`config.mk`:
```
export PLATFORM = sky130hd
export DESIGN_NAME = bus_arbiter_flat
export DESIGN_NICKNAME = d
export VERILOG_FILES = /design/src/rtl/bus_arbiter_if.sv /design/src/rtl/bus_arbiter.sv /design/src/flat_wrapper.sv
export SDC_FILE = /design/constraint.sdc
export NUM_CORES = 1
export LEC_CHECK = 0
export CAP_MARGIN = 20
export CORE_AREA = 8 8 183 185
export CTS_BUF_LIST = sky130_fd_sc_hd__clkbuf_2
export DETAILED_ROUTE_END_ITERATION = 8
export DIE_AREA = 0 0 191 193
export PLACE_DENSITY = 0.71
export SLEW_MARGIN = 0
export SYNTH_ARGS = -nofsm -noshare
export SYNTH_HDL_FRONTEND = slang
export SYNTH_SLANG_ARGS = --single-unit
```
`constraint.sdc`:
```
create_clock -name clk -period 18.4 [get_ports clk]
set_input_delay 1.84 -clock clk [delete_from_list [all_inputs] [get_ports clk]]
set_output_delay 1.84 -clock clk [all_outputs]
set_load 0.02 [all_outputs]
```
`src/rtl/bus_arbiter_if.sv`:
```
// ---------------------------------------------------------------------------
// bus_arbiter_if
//
// Bundles every handshake and bus signal of the two-master bus arbiter:
//   - clear                  : pipeline flush from the core
//   - if_*                   : instruction-fetch master (read-only requests)
//   - ma_*                   : memory-access master (reads and writes)
//   - rsp_*                  : response data/error shared by both masters
//   - mem_a_* / mem_d_*      : downstream request and response channels
//
// Modports:
//   slave  : the arbiter's view (takes master requests and memory responses,
//            drives grants, responses and the downstream request channel)
//   master : the environment's view (cores plus memory model), the mirror
//            image of slave
// ---------------------------------------------------------------------------
interface bus_arbiter_if #(
    parameter int ADDR_W = 64,
    parameter int DATA_W = 64
);
    localparam int MASK_W = DATA_W / 8;

    logic              clear;

    logic              if_request;
    logic [ADDR_W-1:0] if_addr;
    logic              if_gnt;
    logic              if_rvalid;

    logic              ma_request;
    logic              ma_we;
    logic [ADDR_W-1:0] ma_addr;
    logic [DATA_W-1:0] ma_wdata;
    logic [MASK_W-1:0] ma_mask;
    logic              ma_gnt;
    logic              ma_rvalid;

    logic [DATA_W-1:0] rsp_data;
    logic              rsp_err;

    logic              mem_a_valid;
    logic              mem_a_ready;
    logic              mem_a_we;
    logic [ADDR_W-1:0] mem_a_addr;
    logic [DATA_W-1:0] mem_a_wdata;
    logic [MASK_W-1:0] mem_a_mask;

    logic              mem_d_valid;
    logic [DATA_W-1:0] mem_d_data;
    logic              mem_d_error;

    modport slave (
        input  clear,
        input  if_request, if_addr,
        output if_gnt, if_rvalid,
        input  ma_request, ma_we, ma_addr, ma_wdata, ma_mask,
        output ma_gnt, ma_rvalid,
        output rsp_data, rsp_err,
        output mem_a_valid, mem_a_we, mem_a_addr, mem_a_wdata, mem_a_mask,
        input  mem_a_ready,
        input  mem_d_valid, mem_d_data, mem_d_error
    );

    modport master (
        output clear,
        output if_request, if_addr,
        input  if_gnt, if_rvalid,
        output ma_request, ma_we, ma_addr, ma_wdata, ma_mask,
        input  ma_gnt, ma_rvalid,
        input  rsp_data, rsp_err,
        input  mem_a_valid, mem_a_we, mem_a_addr, mem_a_wdata, mem_a_mask,
        output mem_a_ready,
        output mem_d_valid, mem_d_data, mem_d_error
    );
endinterface

```
`src/rtl/bus_arbiter.sv`:
```
// ---------------------------------------------------------------------------
// bus_arbiter
//
// Arbitrates an instruction-fetch master (if) and a memory-access master (ma)
// onto a single downstream request/response bus, with exactly one
// transaction outstanding at a time (IDLE -> ADDR -> DATA -> IDLE).
//
// Ports:
//   clk  : single clock, all state on the rising edge
//   rst  : asynchronous, active-high reset
//   bus  : bus_arbiter_if.slave bundle (clear, if_*, ma_*, rsp_*, mem_a_*,
//          mem_d_*)
//
// Timing: a grant in cycle T raises mem_a_valid in T+1; the earliest
// response (mem_d_valid in T+2) produces rvalid and registered rsp_* in T+3,
// which is also the earliest cycle the next grant can happen.
// ---------------------------------------------------------------------------
module bus_arbiter #(
    parameter int ADDR_W = 64,
    parameter int DATA_W = 64
) (
    input  logic clk,
    input  logic rst,
    bus_arbiter_if.slave bus
);
    localparam int MASK_W = DATA_W / 8;

    typedef enum logic [1:0] {
        IDLE,
        ADDR,
        DATA
    } state_t;

    state_t            state;
    logic              owner_is_if;
    logic              drop;
    logic [2:0]        starve_cnt;

    logic              grant_if;
    logic              grant_ma;

    logic              if_rvalid_q;
    logic              ma_rvalid_q;
    logic [DATA_W-1:0] rsp_data_q;
    logic              rsp_err_q;
    logic              a_valid_q;
    logic              a_we_q;
    logic [ADDR_W-1:0] a_addr_q;
    logic [DATA_W-1:0] a_wdata_q;
    logic [MASK_W-1:0] a_mask_q;

    // Grant decision. The grant pulse has to appear in the same cycle the
    // request is captured, so it is the one combinational output. The memory
    // master normally wins; once it has won four times over a waiting fetch,
    // the fetch gets the next slot. A flush blocks fetch grants only. The
    // decision is gated with rst so no grant leaks out while in reset.
    always_comb begin
        grant_if = 1'b0;
        grant_ma = 1'b0;
        if (!rst && state == IDLE) begin
            if (bus.if_request && !bus.clear &&
                (starve_cnt == 3'd4 || !bus.ma_request)) begin
                grant_if = 1'b1;
            end else if (bus.ma_request) begin
                grant_ma = 1'b1;
            end
        end
    end

    // Transaction FSM with all registered outputs. Request fields are latched
    // at grant time so the downstream request stays stable while stalled.
    // A flush during an in-flight fetch does not abort the bus transaction;
    // it only marks the response to be swallowed. rsp_* are loaded on every
    // accepted response (dropped or not) and otherwise hold their value.
    always_ff @(posedge clk or posedge rst) begin
        if (rst) begin
            state       <= IDLE;
            owner_is_if <= 1'b0;
            drop        <= 1'b0;
            starve_cnt  <= 3'd0;
            if_rvalid_q <= 1'b0;
            ma_rvalid_q <= 1'b0;
            rsp_data_q  <= '0;
            rsp_err_q   <= 1'b0;
            a_valid_q   <= 1'b0;
            a_we_q      <= 1'b0;
            a_addr_q    <= '0;
            a_wdata_q   <= '0;
            a_mask_q    <= '0;
        end else begin
            if_rvalid_q <= 1'b0;
            ma_rvalid_q <= 1'b0;
            case (state)
                IDLE: begin
                    drop <= 1'b0;
                    if (grant_if) begin
                        owner_is_if <= 1'b1;
                        a_we_q      <= 1'b0;
                        a_addr_q    <= bus.if_addr;
                        a_wdata_q   <= '0;
                        a_mask_q    <= '1;
                        a_valid_q   <= 1'b1;
                        starve_cnt  <= 3'd0;
                        state       <= ADDR;
                    end else if (grant_ma) begin
                        owner_is_if <= 1'b0;
                        a_we_q      <= bus.ma_we;
                        a_addr_q    <= bus.ma_addr;
                        a_wdata_q   <= bus.ma_wdata;
                        a_mask_q    <= bus.ma_mask;
                        a_valid_q   <= 1'b1;
                        if (bus.if_request && starve_cnt != 3'd4) begin
                            starve_cnt <= starve_cnt + 3'd1;
                        end
                        state       <= ADDR;
                    end
                end
                ADDR: begin
                    if (owner_is_if && bus.clear) begin
                        drop <= 1'b1;
                    end
                    if (bus.mem_a_ready) begin
                        a_valid_q <= 1'b0;
                        state     <= DATA;
                    end
                end
                DATA: begin
                    if (owner_is_if && bus.clear) begin
                        drop <= 1'b1;
                    end
                    if (bus.mem_d_valid) begin
                        rsp_data_q  <= bus.mem_d_data;
                        rsp_err_q   <= bus.mem_d_error;
                        if_rvalid_q <= owner_is_if && !drop && !bus.clear;
                        ma_rvalid_q <= !owner_is_if;
                        drop        <= 1'b0;
                        state       <= IDLE;
                    end
                end
                default: begin
                    state <= IDLE;
                end
            endcase
        end
    end

    assign bus.if_gnt      = grant_if;
    assign bus.ma_gnt      = grant_ma;
    assign bus.if_rvalid   = if_rvalid_q;
    assign bus.ma_rvalid   = ma_rvalid_q;
    assign bus.rsp_data    = rsp_data_q;
    assign bus.rsp_err     = rsp_err_q;
    assign bus.mem_a_valid = a_valid_q;
    assign bus.mem_a_we    = a_we_q;
    assign bus.mem_a_addr  = a_addr_q;
    assign bus.mem_a_wdata = a_wdata_q;
    assign bus.mem_a_mask  = a_mask_q;
endmodule

```
`src/flat_wrapper.sv`:
```
// flat-port wrapper written by rule: the top's interface ports become plain ports
module bus_arbiter_flat 
#(
    parameter int ADDR_W = 64,
    parameter int DATA_W = 64
)
  (clk, rst, bus_clear, bus_if_request, bus_if_addr, bus_if_gnt, bus_if_rvalid, bus_ma_request, bus_ma_we, bus_ma_addr, bus_ma_wdata, bus_ma_mask, bus_ma_gnt, bus_ma_rvalid, bus_rsp_data, bus_rsp_err, bus_mem_a_valid, bus_mem_a_we, bus_mem_a_addr, bus_mem_a_wdata, bus_mem_a_mask, bus_mem_a_ready, bus_mem_d_valid, bus_mem_d_data, bus_mem_d_error);
  bus_arbiter_if #(.ADDR_W(ADDR_W), .DATA_W(DATA_W)) bus_i ();
  input  logic clk;
  input  logic rst;
  input wire logic [$bits(bus_i.clear)-1:0] bus_clear;
  input wire logic [$bits(bus_i.if_request)-1:0] bus_if_request;
  input wire logic [$bits(bus_i.if_addr)-1:0] bus_if_addr;
  output wire logic [$bits(bus_i.if_gnt)-1:0] bus_if_gnt;
  output wire logic [$bits(bus_i.if_rvalid)-1:0] bus_if_rvalid;
  input wire logic [$bits(bus_i.ma_request)-1:0] bus_ma_request;
  input wire logic [$bits(bus_i.ma_we)-1:0] bus_ma_we;
  input wire logic [$bits(bus_i.ma_addr)-1:0] bus_ma_addr;
  input wire logic [$bits(bus_i.ma_wdata)-1:0] bus_ma_wdata;
  input wire logic [$bits(bus_i.ma_mask)-1:0] bus_ma_mask;
  output wire logic [$bits(bus_i.ma_gnt)-1:0] bus_ma_gnt;
  output wire logic [$bits(bus_i.ma_rvalid)-1:0] bus_ma_rvalid;
  output wire logic [$bits(bus_i.rsp_data)-1:0] bus_rsp_data;
  output wire logic [$bits(bus_i.rsp_err)-1:0] bus_rsp_err;
  output wire logic [$bits(bus_i.mem_a_valid)-1:0] bus_mem_a_valid;
  output wire logic [$bits(bus_i.mem_a_we)-1:0] bus_mem_a_we;
  output wire logic [$bits(bus_i.mem_a_addr)-1:0] bus_mem_a_addr;
  output wire logic [$bits(bus_i.mem_a_wdata)-1:0] bus_mem_a_wdata;
  output wire logic [$bits(bus_i.mem_a_mask)-1:0] bus_mem_a_mask;
  input wire logic [$bits(bus_i.mem_a_ready)-1:0] bus_mem_a_ready;
  input wire logic [$bits(bus_i.mem_d_valid)-1:0] bus_mem_d_valid;
  input wire logic [$bits(bus_i.mem_d_data)-1:0] bus_mem_d_data;
  input wire logic [$bits(bus_i.mem_d_error)-1:0] bus_mem_d_error;
  assign bus_i.clear = bus_clear;
  assign bus_i.if_request = bus_if_request;
  assign bus_i.if_addr = bus_if_addr;
  assign bus_if_gnt = bus_i.if_gnt;
  assign bus_if_rvalid = bus_i.if_rvalid;
  assign bus_i.ma_request = bus_ma_request;
  assign bus_i.ma_we = bus_ma_we;
  assign bus_i.ma_addr = bus_ma_addr;
  assign bus_i.ma_wdata = bus_ma_wdata;
  assign bus_i.ma_mask = bus_ma_mask;
  assign bus_ma_gnt = bus_i.ma_gnt;
  assign bus_ma_rvalid = bus_i.ma_rvalid;
  assign bus_rsp_data = bus_i.rsp_data;
  assign bus_rsp_err = bus_i.rsp_err;
  assign bus_mem_a_valid = bus_i.mem_a_valid;
  assign bus_mem_a_we = bus_i.mem_a_we;
  assign bus_mem_a_addr = bus_i.mem_a_addr;
  assign bus_mem_a_wdata = bus_i.mem_a_wdata;
  assign bus_mem_a_mask = bus_i.mem_a_mask;
  assign bus_i.mem_a_ready = bus_mem_a_ready;
  assign bus_i.mem_d_valid = bus_mem_d_valid;
  assign bus_i.mem_d_data = bus_mem_d_data;
  assign bus_i.mem_d_error = bus_mem_d_error;
  bus_arbiter #(.ADDR_W(ADDR_W), .DATA_W(DATA_W)) u_core (.clk(clk), .rst(rst), .bus(bus_i));
endmodule
```
==> results.sh <==
export IMPL_critPathLaunchType="input port"
export IMPL_die_h_um=193
export IMPL_grt_pass1_vias=8422
export IMPL_drive_gt1_share_pct=13.4
export IMPL_holdBufCountCts=0
export IMPL_hold_path_class="flip-flop to flip-flop"
export IMPL_critPathMaxFanout=66
export IMPL_slew_violations=0
export IMPL_die_x_um=191
export IMPL_critPathArrivalTime_ns=4.73
export IMPL_fp_row_count=65
export IMPL_grt_pass1_wl_um=48500
export IMPL_place_congestion=0.805
export IMPL_power_mw=2.32
export IMPL_portBuffers=479
export IMPL_worst_pin_slew_ns=0.880
export IMPL_synthesis_area_sq_mm=0.00855
export IMPL_worst_slack_ns=11.83
export IMPL_coreArea_sq_mm=0.0308
export IMPL_drt_iter0_drc=271
export IMPL_vdd_drop_max_mv=0.0984
export IMPL_fin_skew_ns=0.0514
export IMPL_postCtsSetupBuffers=0
export IMPL_root_buffer="clkbuf_2"
export IMPL_power_density_mw_per_mm2=164
export IMPL_initial_core_util_pct=27.7
export IMPL_final_nets=1487
export IMPL_cts_resized_gates=0
export IMPL_required_ns=16.56
export IMPL_wl_per_cell_um=19.8
export IMPL_drc=0
export IMPL_groute_layer_met1_usage_pct=18.3
export IMPL_min_period_ns=6.57
export IMPL_reg2reg_slack_ns=15.79
export IMPL_yosys_register_bits=212
export IMPL_use_met3_pct=7.48
export IMPL_fin_setup_tns_ns=0
export IMPL_vias=7854
export IMPL_via_per_inst=4.76
export IMPL_pre_cts_slack_ns=11.82
export IMPL_setup_violations=0
export IMPL_wl_um=32600
export IMPL_grtUsageMet2_pct=27.9
export IMPL_outcome="finished, final reports clean"
export IMPL_synth_distinct_cells=36
export IMPL_cts_tree="built"
export IMPL_synthTopCellsByArea="dfrtp_1 (62%), nand3_1 (11%), mux2_2 (8.6%)"
export IMPL_ys_seq_area_share_pct=62.1
export IMPL_reg2reg_depth=8
export IMPL_cts_sinks=212
export IMPL_worstHoldPathCells=1
export IMPL_drtAntennaViolNets=0
export IMPL_drt_pass1_iterations=5
export IMPL_top_usage_layer="met2"
export IMPL_period_share_pct=35.7
export IMPL_yosysWarnings=0
export IMPL_ios=480
export IMPL_syn_area_per_cell_sq_um=11.9
export IMPL_ctsHtreeMaxLevel=2
export IMPL_relSlewSlack_pct=41.4
export IMPL_path_class="input port to output pin"
export IMPL_utilization_pct=45.9
export IMPL_die_area_sq_mm=0.0369
export IMPL_syn_nets=998
export IMPL_yosys_area_top_type_share_pct=62.1
export IMPL_rsz0062_at_grt="no"
export IMPL_hold_violations=0
export IMPL_hpwl_um=23600
export IMPL_synthCells=718
export IMPL_max_freq_mhz=152
export IMPL_cp_end_kind="output pin"
export IMPL_yosys_area_top_type="dfrtp_1"
export IMPL_leakage_nw=6.17
export IMPL_cts_buffers_inserted=58
export IMPL_drv_cap=0
export IMPL_area_growth_pct=65.5
export IMPL_clk_latency_ns=0.85
export IMPL_clockBufferDepth=3
export IMPL_grt_antenna_before_repair=2
export IMPL_globalRouteOverflowTotal=0
export IMPL_track_usage_pct=16.7
export IMPL_grt_max_degree=144
export IMPL_clk_pin_slew_worst_paths_ns=0.11
## cell type report
type / instances / area [sq um]
Clock inverter: 17 / 67.6
Sequential cell: 212 / 5310
Fill cell: 2852 / 16700
Multi-Input combinational cell: 439 / 2940
Timing Repair Buffer: 488 / 4880
Tap cell: 402 / 503
Antenna cell: 1 / 2.50
Inverter: 8 / 37.5
Clock buffer: 82 / 410
## final timing paths
| check | endpoint | startpoint |
|---|---|---|
| worst max-delay path | bus_ma_gnt | bus_ma_request |
| worst min-delay path | u_core.bus.if_rvalid | u_core.drop |
| worst max register to register | u_core.bus.mem_a_wdata[4] | u_core.starve_cnt[0] |
| worst min register to register | u_core.bus.if_rvalid | u_core.drop |
| max in group asynchronous | u_core.bus.mem_a_mask[7] | rst |
| min in group asynchronous | u_core.bus.rsp_data[30] | rst |
## through the flow
step | cell area (sq um) | hold slack (ns) | cells
after CTS | 14100 | 0.429 | 1647
after floorplan | 8550 | 0.411 | 718
after global routing | 14100 | 0.460 | 1649
final | 14100 | 0.428 | 1649
after detailed placement | 13600 | 0.455 | 1548
after global placement | 13600 | 0.447 | 1548
## logic make-up (layout without fill, tap and decap cells)
logic type / Yosys count / count (layout) / synth area share [%]
other: 0 / 1 / 0
multiplexers: 67 / 67 / 8.81
adder cells (fa/ha/maj): 7 / 7 / 1.02
XOR/XNOR: 2 / 2 / 0.205
AO/OA/AOI/OAI: 86 / 86 / 8.52
flip-flops: 212 / 212 / 62.1
buffers and inverters: 67 / 595 / 3.87
AND/OR/NAND/NOR: 277 / 277 / 15.5
## report_power, final
part | internal (mW) | switching [mW]
Clock | 0.119 | 0.196
Combinational | 0.597 | 0.592
Sequential | 0.690 | 0.128
Total | 1.41 | 0.916
## synth_stat cells
library cell / n
and2b_1: 1
o21ai_0: 2
xor2_1: 1
a22o_1: 65
mux2_2: 65
nand2b_1: 1
o22a_1: 8
buf_1: 10
buf_2: 27
buf_6: 5
nor4b_1: 1
o21a_1: 1
inv_1: 7
and2_1: 1
nor2_1: 6
mux2i_1: 1
a211oi_1: 1
nor2b_1: 2
nand2_1: 69
and3b_1: 1
ha_1: 7
o21ai_1: 1
inv_2: 1
nand3_1: 193
a21o_1: 1
dfrtp_1: 212
xnor2_1: 1
nand4_1: 1
a21o_4: 1
buf_4: 2
a21oi_1: 3
clkbuf_1: 15
a2bb2oi_1: 1
nand2_8: 1
mux2_1: 1
a31oi_1: 2
## state kept, by name (all words and copies together) (netlist names), 2 cells and up
name / cells
u_core.bus.mem_a_addr: 64
u_core.bus.mem_a_wdata: 64
u_core.bus.rsp_data: 64
u_core.bus.mem_a_mask: 8
u_core.starve_cnt: 3
u_core.state: 2
## routing by layer
layer | part of all wire [%] | vias up
met5 | 0.040 | -
met2 | 49 | 383
met4 | 3.1 | 2
met1 | 37 | 3838
li1 | - | 3570
met3 | 11 | 61
## critical path, stage by stage
cell	delay (ns)
clkdlybuf4s50_1	0.69
a21o_4	0.65
nand2_8	0.14
inv_2	0.07
buf_4	0.55
clkdlybuf4s50_1	0.74
## layout by cell type (no fill, tap or decap), types with 2 or more instances in the layout
cell type / count
a21oi_1: 2
a22o_1: 65
a31oi_1: 2
buf_4: 8
clkbuf_2: 82
clkdlybuf4s50_1: 479
clkinv_1: 15
dfrtp_1: 212
ha_1: 7
inv_1: 6
inv_2: 2
mux2_2: 65
nand2_1: 68
nand3_1: 193
nor2_1: 6
nor2b_1: 2
o21ai_0: 2
o22a_1: 8
No activity file was read; power rests on OpenSTA's default activity.
